--- src/rtl/demux_stream_1n_if.sv ---
// rtl/demux_stream_1n_if.sv - stream, steering and per-channel output bundle for demux_stream_1n
interface demux_stream_1n_if #(
    parameter int DATA_WIDTH = 8,
    parameter int NUM_CH     = 4
);
    localparam int SEL_W = $clog2(NUM_CH);

    logic                         mode;
    logic [SEL_W-1:0]             sel;
    logic                         rr_restart;
    logic                         in_valid;
    logic [DATA_WIDTH-1:0]        in_data;
    logic                         in_ready;
    logic [NUM_CH*DATA_WIDTH-1:0] out_data;
    logic [NUM_CH-1:0]            out_valid;
    logic [NUM_CH-1:0]            out_ready;
    logic [SEL_W-1:0]             cur_ch;
    logic                         sel_err;

    modport master (
        output mode, sel, rr_restart, in_valid, in_data, out_ready,
        input  in_ready, out_data, out_valid, cur_ch, sel_err
    );

    modport slave (
        input  mode, sel, rr_restart, in_valid, in_data, out_ready,
        output in_ready, out_data, out_valid, cur_ch, sel_err
    );
endinterface

--- src/rtl/demux_stream_1n.sv ---
// rtl/demux_stream_1n.sv - registered 1:N stream demux, explicit select or burst round-robin
// DEMUX_ZERO_IDLE_EN: invalid lanes read 0 and drained lanes are cleared.
module demux_stream_1n #(
    parameter int DATA_WIDTH = 8,
    parameter int NUM_CH     = 4,
    parameter int BURST_LEN  = 1
) (
    input  logic             clk,
    input  logic             reset,
    demux_stream_1n_if.slave bus
);
    localparam int SEL_W = $clog2(NUM_CH);
    localparam int CNT_W = (BURST_LEN > 1) ? $clog2(BURST_LEN) : 1;
    localparam logic [SEL_W:0]   NUM_CH_EXT = (SEL_W + 1)'(NUM_CH);
    localparam logic [SEL_W-1:0] CH_LAST    = SEL_W'(NUM_CH - 1);
    localparam logic [CNT_W-1:0] CNT_LAST   = CNT_W'(BURST_LEN - 1);

    logic [DATA_WIDTH-1:0] lane_q [NUM_CH];
    logic [NUM_CH-1:0]     valid_q;
    logic [SEL_W-1:0]      ptr_q;
    logic [CNT_W-1:0]      beat_q;
    logic                  err_q;

    logic [SEL_W-1:0]      target;
    logic                  legal;
    logic                  target_free;
    logic                  ready;
    logic                  accept;
    logic                  drop;
    logic [NUM_CH-1:0]     free;
    logic [NUM_CH-1:0]     wr_en;

    // in_ready must not look at in_valid, so it is built from steering and channel state only
    always_comb begin
        target      = bus.mode ? ptr_q : bus.sel;
        legal       = ({1'b0, target} < NUM_CH_EXT);
        free        = ~valid_q | bus.out_ready;
        target_free = 1'b0;
        for (int k = 0; k < NUM_CH; k++) begin
            if (target == SEL_W'(k)) begin
                target_free = free[k];
            end
        end
        ready  = legal ? target_free : 1'b1;
        accept = bus.in_valid && ready && legal;
        drop   = bus.in_valid && !legal;
        wr_en  = '0;
        for (int k = 0; k < NUM_CH; k++) begin
            wr_en[k] = accept && (target == SEL_W'(k));
        end
    end

    always_ff @(posedge clk) begin
        if (reset) begin
            for (int k = 0; k < NUM_CH; k++) begin
                lane_q[k] <= '0;
            end
            valid_q <= '0;
            ptr_q   <= '0;
            beat_q  <= '0;
            err_q   <= 1'b0;
        end else begin
            err_q <= drop;
            // a write wins over a drain on the same lane, giving back-to-back throughput
            for (int k = 0; k < NUM_CH; k++) begin
                if (wr_en[k]) begin
                    lane_q[k]  <= bus.in_data;
                    valid_q[k] <= 1'b1;
                end else if (valid_q[k] && bus.out_ready[k]) begin
                    valid_q[k] <= 1'b0;
`ifdef DEMUX_ZERO_IDLE_EN
                    lane_q[k]  <= '0;
`endif
                end
            end
            if (bus.rr_restart) begin
                ptr_q  <= '0;
                beat_q <= '0;
            end else if (accept && bus.mode) begin
                if (beat_q == CNT_LAST) begin
                    beat_q <= '0;
                    ptr_q  <= (ptr_q == CH_LAST) ? '0 : ptr_q + SEL_W'(1);
                end else begin
                    beat_q <= beat_q + CNT_W'(1);
                end
            end
        end
    end

    assign bus.in_ready  = ready;
    assign bus.out_valid = valid_q;
    assign bus.cur_ch    = ptr_q;
    assign bus.sel_err   = err_q;

    for (genvar k = 0; k < NUM_CH; k++) begin : g_lane
`ifdef DEMUX_ZERO_IDLE_EN
        assign bus.out_data[k*DATA_WIDTH +: DATA_WIDTH] = lane_q[k] & {DATA_WIDTH{valid_q[k]}};
`else
        assign bus.out_data[k*DATA_WIDTH +: DATA_WIDTH] = lane_q[k];
`endif
    end
endmodule

--- src/flat_wrapper.sv ---
// flat-port wrapper written by rule: the top's interface ports become plain ports
module demux_stream_1n_flat 
#(
    parameter int DATA_WIDTH = 8,
    parameter int NUM_CH     = 4,
    parameter int BURST_LEN  = 1
)
  (clk, reset, bus_mode, bus_sel, bus_rr_restart, bus_in_valid, bus_in_data, bus_out_ready, bus_in_ready, bus_out_data, bus_out_valid, bus_cur_ch, bus_sel_err);
  demux_stream_1n_if #(.DATA_WIDTH(DATA_WIDTH), .NUM_CH(NUM_CH)) bus_i ();
  input  logic clk;
  input  logic reset;
  input wire logic [$bits(bus_i.mode)-1:0] bus_mode;
  input wire logic [$bits(bus_i.sel)-1:0] bus_sel;
  input wire logic [$bits(bus_i.rr_restart)-1:0] bus_rr_restart;
  input wire logic [$bits(bus_i.in_valid)-1:0] bus_in_valid;
  input wire logic [$bits(bus_i.in_data)-1:0] bus_in_data;
  input wire logic [$bits(bus_i.out_ready)-1:0] bus_out_ready;
  output wire logic [$bits(bus_i.in_ready)-1:0] bus_in_ready;
  output wire logic [$bits(bus_i.out_data)-1:0] bus_out_data;
  output wire logic [$bits(bus_i.out_valid)-1:0] bus_out_valid;
  output wire logic [$bits(bus_i.cur_ch)-1:0] bus_cur_ch;
  output wire logic [$bits(bus_i.sel_err)-1:0] bus_sel_err;
  assign bus_i.mode = bus_mode;
  assign bus_i.sel = bus_sel;
  assign bus_i.rr_restart = bus_rr_restart;
  assign bus_i.in_valid = bus_in_valid;
  assign bus_i.in_data = bus_in_data;
  assign bus_i.out_ready = bus_out_ready;
  assign bus_in_ready = bus_i.in_ready;
  assign bus_out_data = bus_i.out_data;
  assign bus_out_valid = bus_i.out_valid;
  assign bus_cur_ch = bus_i.cur_ch;
  assign bus_sel_err = bus_i.sel_err;
  demux_stream_1n #(.DATA_WIDTH(DATA_WIDTH), .NUM_CH(NUM_CH), .BURST_LEN(BURST_LEN)) u_core (.clk(clk), .reset(reset), .bus(bus_i));
endmodule
--- config.mk ---
export PLATFORM = sky130hd
export DESIGN_NAME = demux_stream_1n_flat
export DESIGN_NICKNAME = d
export VERILOG_FILES = /design/src/rtl/demux_stream_1n_if.sv /design/src/rtl/demux_stream_1n.sv /design/src/flat_wrapper.sv
export SDC_FILE = /design/constraint.sdc
export NUM_CORES = 1
export LEC_CHECK = 0
export CAP_MARGIN = 0
export CORE_MARGIN = 4
export CORE_UTILIZATION = 44
export DETAILED_ROUTE_END_ITERATION = 6
export GPL_ROUTABILITY_DRIVEN = 1
export PLACE_DENSITY = 0.83
export RECOVER_POWER = 25
export SLEW_MARGIN = 10
export SYNTH_ARGS = -nofsm -noshare
export SYNTH_HDL_FRONTEND = slang
export SYNTH_SLANG_ARGS = --single-unit
export TNS_END_PERCENT = 20
--- constraint.sdc ---
create_clock -name clk -period 2.35 [get_ports clk]
set_input_delay 0.47 -clock clk [delete_from_list [all_inputs] [get_ports clk]]
set_output_delay 0.47 -clock clk [all_outputs]
set_load 0.01 [all_outputs]
Word level (Yosys, flattened, before mapping)
Memory sizes are Yosys's and may differ from the RTL's. Index checks and enable logic that the tools add are counted.

Register bits after elaboration: 7. Bits in writable memories: 32. Input bits: 19. Output and inout bits: 40. Word-level logic and storage cells: 70. Memories kept: 1.

Add/subtract/negate cells: 2. Equal/unequal tests: 4. Multiplexer cells: 33. Bitwise gates (word level): 7. Reduce and logical (&&, ||, !) cells: 17.

Memories: u_core.lane_q (words 4, bits a word 8, rd ports 4, clocked after Yosys merged registers in 0, write ports 4, line demux_stream_1n.sv:18) `logic [DATA_WIDTH-1:0] lane_q [NUM_CH];`.

Operators by type and width (number): 2-to-1 mux 8 bit (4); 2-to-1 mux 1 bit (27); logical AND 1 bit (10); nonzero test 2 bit (4); == test 2 bit (second input constant) (3); 2-to-1 mux 2 bit (2); NOT 4 bit (1); bitwise OR 1 bit (4); bitwise OR 4 bit (1); adder 2 x 1 -> 2 bit (second input constant) (1); == test 2 x 1 -> 1 bit (second input constant) (1); zero test 2 bit (1); AND reduction 2 bit (1); OR reduction 2 bit (1); adder 1 bit (second input constant) (1); NOT 1 bit (1).

Logic depth before layout (Yosys ltp)
Gate-level depths: netlist of run 1.

Word-level depth: 12. Mapped depth: 6. Depth with buffers taken out: 4.

Worst setup path after synthesis of run 1
OpenSTA, ideal clock, no wires.

Kind: input to register. Start: input port bus_mode. End: memory u_core.lane_q[1][0] (enable). Setup time: 387 ps. Arrival: 1664 ps. Required time: 1963 ps. Setup slack: 300 ps. Stages: 4. Buffers on the path: 1. Path through: buf_6 -> mux2i_1 -> nand2_1 -> o31ai_1.

RTL lines: start: declaration (line flat_wrapper.sv:12) `input wire logic [$bits(bus_i.mode)-1:0] bus_mode;`; end: declaration (line demux_stream_1n.sv:18).

Worst setup path after layout of run 1
Start: input port bus_sel[0]. End: output port bus_in_ready.

Word-level cells in the longest chain between the ends: 6. Elaborated cells between the ends (all ways): 9. Classes of those cells: 3 x eq/ne; 5 x mux; 1 x reduce/logical.

Ends and longest elaborated chain: start: declaration (line flat_wrapper.sv:13) `input wire logic [$bits(bus_i.sel)-1:0] bus_sel;`; 2-to-1 mux 2 bit * (line demux_stream_1n.sv:35) `target = bus.mode ? ptr_q : bus.sel;`; zero test 2 bit (line demux_stream_1n.sv:40) `if (target == SEL_W'(k)) begin`; 2-to-1 mux 1 bit (3 in a row) (line demux_stream_1n.sv:40); 2-to-1 mux 1 bit * (line demux_stream_1n.sv:40); end: declaration (line flat_wrapper.sv:18) `output wire logic [$bits(bus_i.in_ready)-1:0] bus_in_ready;`.

Mark *: on every way between the ends. The rest lies on a longest branch, timed or not.

==> results.py, run 1 <==
metrics = {
    "run_status": {
        "status": "finished, final reports clean",
    },
    "place": {
        "dp_hpwl_mm": 2.83,
        "dpl_cell_area_sq_mm": 0.00236,
        "gp_congestion": 0.836,
        "dp_slack_ps": -312,
        "portBuffers": 57,
        "dp.cells": 230,
    },
    "routing": {
        "drt-pass1-iter-count": 4,
        "drtIter0Drc": 39,
        "ant_nets": 0,
        "remaining_drc_errors": 0,
        "wl_mm": 3.56,
        "via_per_inst": 4.96,
        "routed-via-count": 1185,
        "wl_per_cell_microns": 14.9,
    },
    "timing": {
        "setup_violations": 0,
        "setup_slack_ps": 193,
        "hold_slack_ps": 571,
        "period_share": 0.918,
        "rsz0062_at_grt": "no",
        "drv_slew": 0,
        "fin_worst_skew_ps": 7.80,
        "setup_tns_ps": 0,
        "max_freq_ghz": 0.464,
        "finalHoldViolCount": 0,
        "min_period_ps": 2160,
    },
    "clock_tree": {
        "clkLatencyLatePin_ps": 280,
        "cts_buffer_depth": 2,
        "clk_pin_slew_ps": 60,
        "cts_htree_levels": 2,
        "cts_root_buf": "clkbuf_8",
        "cts_buffers": 5,
        "cts_tree": "yes",
        "cts.sinks": 38,
    },
    "grt": {
        "grt_pass1_wl_mm": 5.66,
        "grt_max_degree": 12,
        "first_global_vias": 1204,
        "grtUsageTotal": 0.150,
        "antenna_found_initial": 0,
        "gr-total-overflow": 0,
    },
    "worst_setup_path": {
        "path_cells": "clkdlybuf4s50_1 -> mux2_4 -> mux2i_2 -> nand2_1 -> o21ai_0 -> buf_2",
        "r2r_end": "u_core.bus.cur_ch[0]$_SDFFE_PP0P_",
        "crit_family": "buffers and inverters",
        "critical_path_required_ps": 1880,
        "worst_path_largest_cell_delay_ps": 410,
        "worstPathArrival_ps": 1690,
        "start_kind": "input port",
        "crit_buf_inv": 2,
        "critPathCaptureType": "output port",
        "reg2reg_depth": 5,
        "worst_path_max_delay_cell": "clkdlybuf4s50_1",
        "r2r-start": "u_core.bus.cur_ch[0]$_SDFFE_PP0P_",
        "crit_fanout": 3,
        "rrSetupSlack_ps": 690,
        "criticalPathCategory": "in -> out",
    },
    "layout": {
        "num-fill-cells": 274,
        "layoutNonFillerInstCount": 239,
        "syn2layout_area_growth_pct": 47.6,
        "seqCellArea_sq_mm": 0.00108,
        "drive_gt1_frac": 0.162,
        "layout.nets": 210,
        "antenna_cells": 0,
        "post-route-cell-area_sq_mm": 0.00247,
        "multi_input_area_sq_um": 562,
        "finalCoreUtilization": 0.675,
    },
    "floorplan": {
        "die_y_microns": 69.7,
        "rows": 22,
        "floorplan.initialDensity": 0.457,
        "die_area_sq_mm": 0.00486,
        "die_x_microns": 69.7,
        "ioPinCount": 59,
        "coreArea_sq_mm": 0.00366,
    },
    "yosys": {
        "synth_top_area_cell": "edfxtp_1",
        "syn_nets": 139,
        "netlist_top_cells_count": "and2_1 (32), edfxtp_1 (32), dfxtp_1 (6), nand2_1 (6), mux2i_1 (5)",
        "ys_seq_elements": 38,
        "yosysTopAreaCellShare": 0.574,
        "synth.area.top_cells": "edfxtp_1 (57%), and2_1 (12%), dfxtp_1 (7.2%)",
        "synthCells": 119,
        "ys_types": 35,
        "ys.flop_type": "edfxtp_1",
        "synth_area_sq_mm": 0.00167,
        "yosysSeqAreaShare": 0.646,
        "ys_warn_count": 0,
        "synth_edf_count": 32,
        "async_flop_share": 0,
        "syn-mean-instance-area_sq_um": 14.1,
    },
    "pwr": {
        "worst_ir_drop_vdd_v": 0.000304,
        "total_power_mw": 1.49,
        "leakage_nw": 1.03,
        "powerDensity_mw_per_mm2": 604,
    },
    "min_path": {
        "min_path_type": "reg -> reg",
        "min_to": "u_core.bus.cur_ch[0]$_SDFFE_PP0P_",
        "holdCritStartpoint": "u_core.bus.cur_ch[0]$_SDFFE_PP0P_",
        "worstHoldPathCells": 2,
    },
    "run": {
        "cap_violations": 0,
    },
}
-- worst max path at each step --
stage / startpoint / cells after the start / endpoint
after CTS: bus_mode / 6 / bus_in_ready
after global routing: bus_sel[0] / 6 / bus_in_ready
final: bus_sel[0] / 6 / bus_in_ready
after floorplan: bus_mode / 4 / u_core.lane_q[1][0]$_SDFFCE_PN0P_
after global placement: bus_mode / 6 / bus_in_ready
after detailed placement: bus_mode / 6 / bus_in_ready
-- per-layer routing --
metal  up-vias  wire, microns  global-route usage
li1        573              -                   -
met1       538           1450               0.161
met2        61           1700               0.261
met3        13            293              0.0507
met4         0            114              0.0745
met5         -              0                   0
-- power by group --
| part | leakage (nW) | internal [mW] | switching (mW) |
|---|---|---|---|
| sequential | 0.383 | 0.768 | 0.0107 |
| combinational | 0.592 | 0.111 | 0.0922 |
| clock | 0.0524 | 0.317 | 0.194 |
| total | 1.03 | 1.20 | 0.297 |
-- timing repair --
item | CTS | global route
pin swaps | 0 | 0
gates resized for setup | 4 | 2
setup buffers | 1 | 0
hold buffers | 0 | 0
setup endpoints to repair | 1 | 1
-- sequential cells by signal (all words and copies together), names as in the netlist --
| register | flops |
|---|---|
| u_core.bus.cur_ch | 2 |
| u_core.lane_q | 32 |
| u_core.bus.out_valid | 4 |
-- worst min-delay path: stages, from the launching register on --
cell and delay (ps):
dfxtp_1 380, nand2_1 80, mux2i_1 60
-- cell usage in the layout, fill, tap and decap left out, drive strengths merged, types with 2 or more instances in the layout --
cell	netlist	routed
dfxtp	6	6
a41o	3	3
mux2i	5	5
nor4	2	2
clkbuf	2	7
o21bai	2	2
nor2	3	3
mux2	2	2
dlygate4sd3	0	27
buf	3	13
nand2	6	6
a21o	2	2
or2b	3	3
edfxtp	32	32
and3	2	2
and2	32	32
clkdlybuf4s50	0	28
-- logic make-up (layout without fill, tap and decap cells) --
kind of cell | Yosys count | after routing | synth area share
simple gates | 54 | 54 | 0.215
mux | 7 | 7 | 0.0456
fa+ha+maj | 1 | 1 | 0.00747
buf+inv | 6 | 78 | 0.0209
compound gates | 12 | 12 | 0.0628
other cells | 1 | 1 | 0.00224
flops | 38 | 38 | 0.646
-- final cells by class --
cell class / instances / area share
clock buffer: 7 / 0.0309
tap: 48 / 0.0243
clock inverter: 1 / 0.0122
multi-input combinational: 75 / 0.227
sequential: 38 / 0.437
timing repair buffer: 69 / 0.266
inverter: 1 / 0.00152
No activity file was read; power rests on OpenSTA's default activity.
==> inputs of run 2 (changes only) <==
Settings changed: ABC_AREA set to 1, PLACE_DENSITY 0.83 to 0.84.
==> results.py, run 2 <==
metrics = {
    "run_status": {
        "status": "finished, final reports clean",
    },
    "worst_setup_path": {
        "crit_family": "buffers and inverters",
        "critical_path_required_ps": 1880,
        "startpoint": "bus_sel[1]",
        "worstPathArrival_ps": 1740,
        "path_cells": "clkdlybuf4s50_1 -> inv_1 -> nand2_1 -> nand2_1 -> nand3_1 -> nand2_1 -> nor2_4 -> dlygate4sd2_1",
        "worst_path_largest_cell_delay_ps": 470,
        "r2r-start": "u_core.bus.cur_ch[0]$_SDFFE_PP0P_",
        "crit_fanout": 4,
        "cp_common_cell": "nand2_1",
        "crit_buf_inv": 3,
        "start_kind": "input port",
        "worst_path_max_delay_cell": "clkdlybuf4s50_1",
        "criticalPathCategory": "in -> out",
        "critPathCaptureType": "output port",
    },
    "grt": {
        "gr-total-overflow": 0,
        "grt_pass1_wl_mm": 5.56,
        "grtUsageTotal": 0.168,
        "first_global_vias": 1252,
        "antenna_found_initial": 0,
        "grt_max_degree": 13,
    },
    "timing": {
        "setup_violations": 0,
        "min_period_ps": 2210,
        "period_share": 0.939,
        "finalHoldViolCount": 0,
        "rsz0062_at_grt": "no",
        "setup_slack_ps": 143,
        "fin_worst_skew_ps": 9.24,
        "drv_slew": 0,
        "max_freq_ghz": 0.453,
    },
    "routing": {
        "wl_per_cell_microns": 13.2,
        "remaining_drc_errors": 0,
        "wl_mm": 3.61,
        "ant_nets": 0,
        "via_per_inst": 4.60,
        "drt-pass1-iter-count": 4,
        "routed-via-count": 1260,
        "drtIter0Drc": 71,
    },
    "layout": {
        "largest_reg_flops": 32,
        "top_register": "u_core.lane_q",
        "mostFrequentLayoutCells": "nor2_1 (44), edfxtp_1 (32), clkdlybuf4s50_1 (28), dlygate4sd3_1 (27), nand2_1 (25)",
        "syn2layout_area_growth_pct": 52.4,
        "num-fill-cells": 259,
        "antenna_cells": 0,
        "final_common_cell": "nor2_1",
        "layout.nets": 247,
        "drive_gt1_frac": 0.132,
    },
    "yosys": {
        "synthCells": 152,
        "yosysTopAreaCellShare": 0.595,
        "synth-compound-area-share": 0.0124,
        "muxShareOfSynthArea": 0,
        "netlist_top_cells_count": "nor2_1 (44), edfxtp_1 (32), nand2_1 (25), inv_1 (21)",
        "yosysSeqAreaShare": 0.669,
        "synth_xor_area_frac": 0,
        "ys.flop_type": "edfxtp_1",
        "async_flop_share": 0,
        "synth_top_area_cell": "edfxtp_1",
        "ys_seq_elements": 38,
        "synth.area.top_cells": "edfxtp_1 (59%), nor2_1 (10%), dfxtp_1 (7.4%)",
        "ys_warn_count": 0,
        "ys_types": 18,
        "syn-mean-instance-area_sq_um": 10.6,
        "synthSimpleGateAreaFrac": 0.244,
        "synth_fa_ha_area_frac": 0.00775,
        "syn_nets": 172,
        "synth_edf_count": 32,
        "synth_area_sq_mm": 0.00162,
        "synth_top_family_by_area": "simple AND/OR/NAND/NOR gates",
        "yosysMostFrequentCell": "nor2_1",
    },
    "clock_tree": {
        "cts.sinks": 38,
        "cts-hold-fix-buffers": 0,
        "cts_setup_buffers": 0,
        "cts_root_buf": "clkbuf_8",
        "cts_buffer_depth": 2,
        "cts_htree_levels": 2,
        "cts_buffers": 5,
        "clkLatencyLatePin_ps": 290,
        "clk_pin_slew_ps": 70,
        "cts_tree": "yes",
    },
    "place": {
        "gp_congestion": 0.831,
        "dp_hpwl_mm": 2.70,
        "dp_slack_ps": -265,
        "portBuffers": 57,
    },
    "floorplan": {
        "floorplan.initialDensity": 0.469,
        "die_x_microns": 68.6,
        "rows": 21,
        "ioPinCount": 59,
        "coreArea_sq_mm": 0.00344,
        "die_y_microns": 68.6,
        "die_area_sq_mm": 0.00470,
    },
    "pwr": {
        "leakage_nw": 1.10,
        "total_power_mw": 1.67,
        "powerDensity_mw_per_mm2": 677,
        "worst_ir_drop_vdd_v": 0.000341,
    },
    "min_path": {
        "min_path_type": "reg -> reg",
        "holdCritStartpoint": "u_core.bus.out_valid[2]$_SDFFE_PP0P_",
    },
    "run": {
        "cap_violations": 0,
    },
}
[run 2: cell types whose count changed after synthesis, sizes merged, moves of 3 or more]
| cell | delta |
|---|---|
| or2b | -3 |
| mux2i | -5 |
| nand3 | +10 |
| nor2 | +42 |
| and2 | -32 |
| a41o | -3 |
| nand2 | +22 |
| inv | +21 |
[run 2: where the power goes]
group | internal (mW) | total, mW | switching (mW) | leakage, nW
Combinational | 0.120 | 0.238 | 0.118 | 0.649
Clock | 0.420 | 0.643 | 0.223 | 0.0658
Sequential | 0.774 | 0.787 | 0.0124 | 0.387
Total | 1.31 | 1.67 | 0.354 | 1.10
[run 2: final timing paths]
| kind | depth (start not counted) | slack, ps | end |
|---|---|---|---|
| worst max-delay path | 8 | 140 | bus_in_ready |
| worst min-delay path | 4 | 530 | u_core.bus.out_valid[2]$_SDFFE_PP0P_ |
| worst max register to register | 10 | 610 | u_core.lane_q[3][4]$_SDFFCE_PN0P_ |
| worst min register to register | 4 | 530 | u_core.bus.out_valid[2]$_SDFFE_PP0P_ |
[run 2: per-stage QoR]
step	instances	cell area, sq um	hold slack, ps	TNS, ps	util
after floorplan	152	1620	519	0	-
after global placement	266	2330	519	-229	0.676
after detailed placement	266	2330	530	-376	0.676
after CTS	274	2460	545	0	0.715
after global routing	274	2460	577	0	0.715
final	274	2460	535	0	0.715
[run 2: cell type report]
class                   instances  area [sq um]  area share
clock buffers                   5          68.8      0.0279
clock inverters                 3          63.8      0.0259
inverters                      23          91.3      0.0371
multi-input cells              89           430       0.175
flip-flops and latches         38          1080       0.439
well taps                      46          57.6      0.0234
repair buffers                 70           669       0.272
[run 2: per-layer routing]
metal / up-vias / routed length [microns] / GRT usage
li1: 631 / - / -
met1: 558 / 1420 / 0.177
met2: 67 / 1790 / 0.308
met3: 4 / 360 / 0.0583
met4: 0 / 34 / 0.0571
met5: - / 0 / 0
[run 2: cells by family (layout without fill, tap and decap cells)]
| logic type | after synthesis | count (layout) |
|---|---|---|
| compound gates | 4 | 4 |
| simple gates | 83 | 83 |
| buf+inv | 25 | 101 |
| fa+ha+maj | 1 | 1 |
| other cells | 1 | 1 |
| flops | 38 | 38 |
[run 2: worst reg2reg max path: stages, from the launching register on]
cell and delay (ps):
dfxtp_1 420, inv_1 60, nand2_1 90, nand2_2 80, nand3_1 70, nand2_1 90
nor2_4 170, nand2_4 90, clkinv_4 50, nand2_1 40, nand2_1 260
[run 2: what timing repair did]
item                       CTS  global route
resized for setup            1             1
gates cloned                 0             0
setup endpoints to repair    1             1
==> inputs of run 3 (changes only) <==
Settings changed: SKIP_LAST_GASP set to 1.
==> results of run 3 <==
The final DEF is identical to that of run 2; final timing and power are the same.
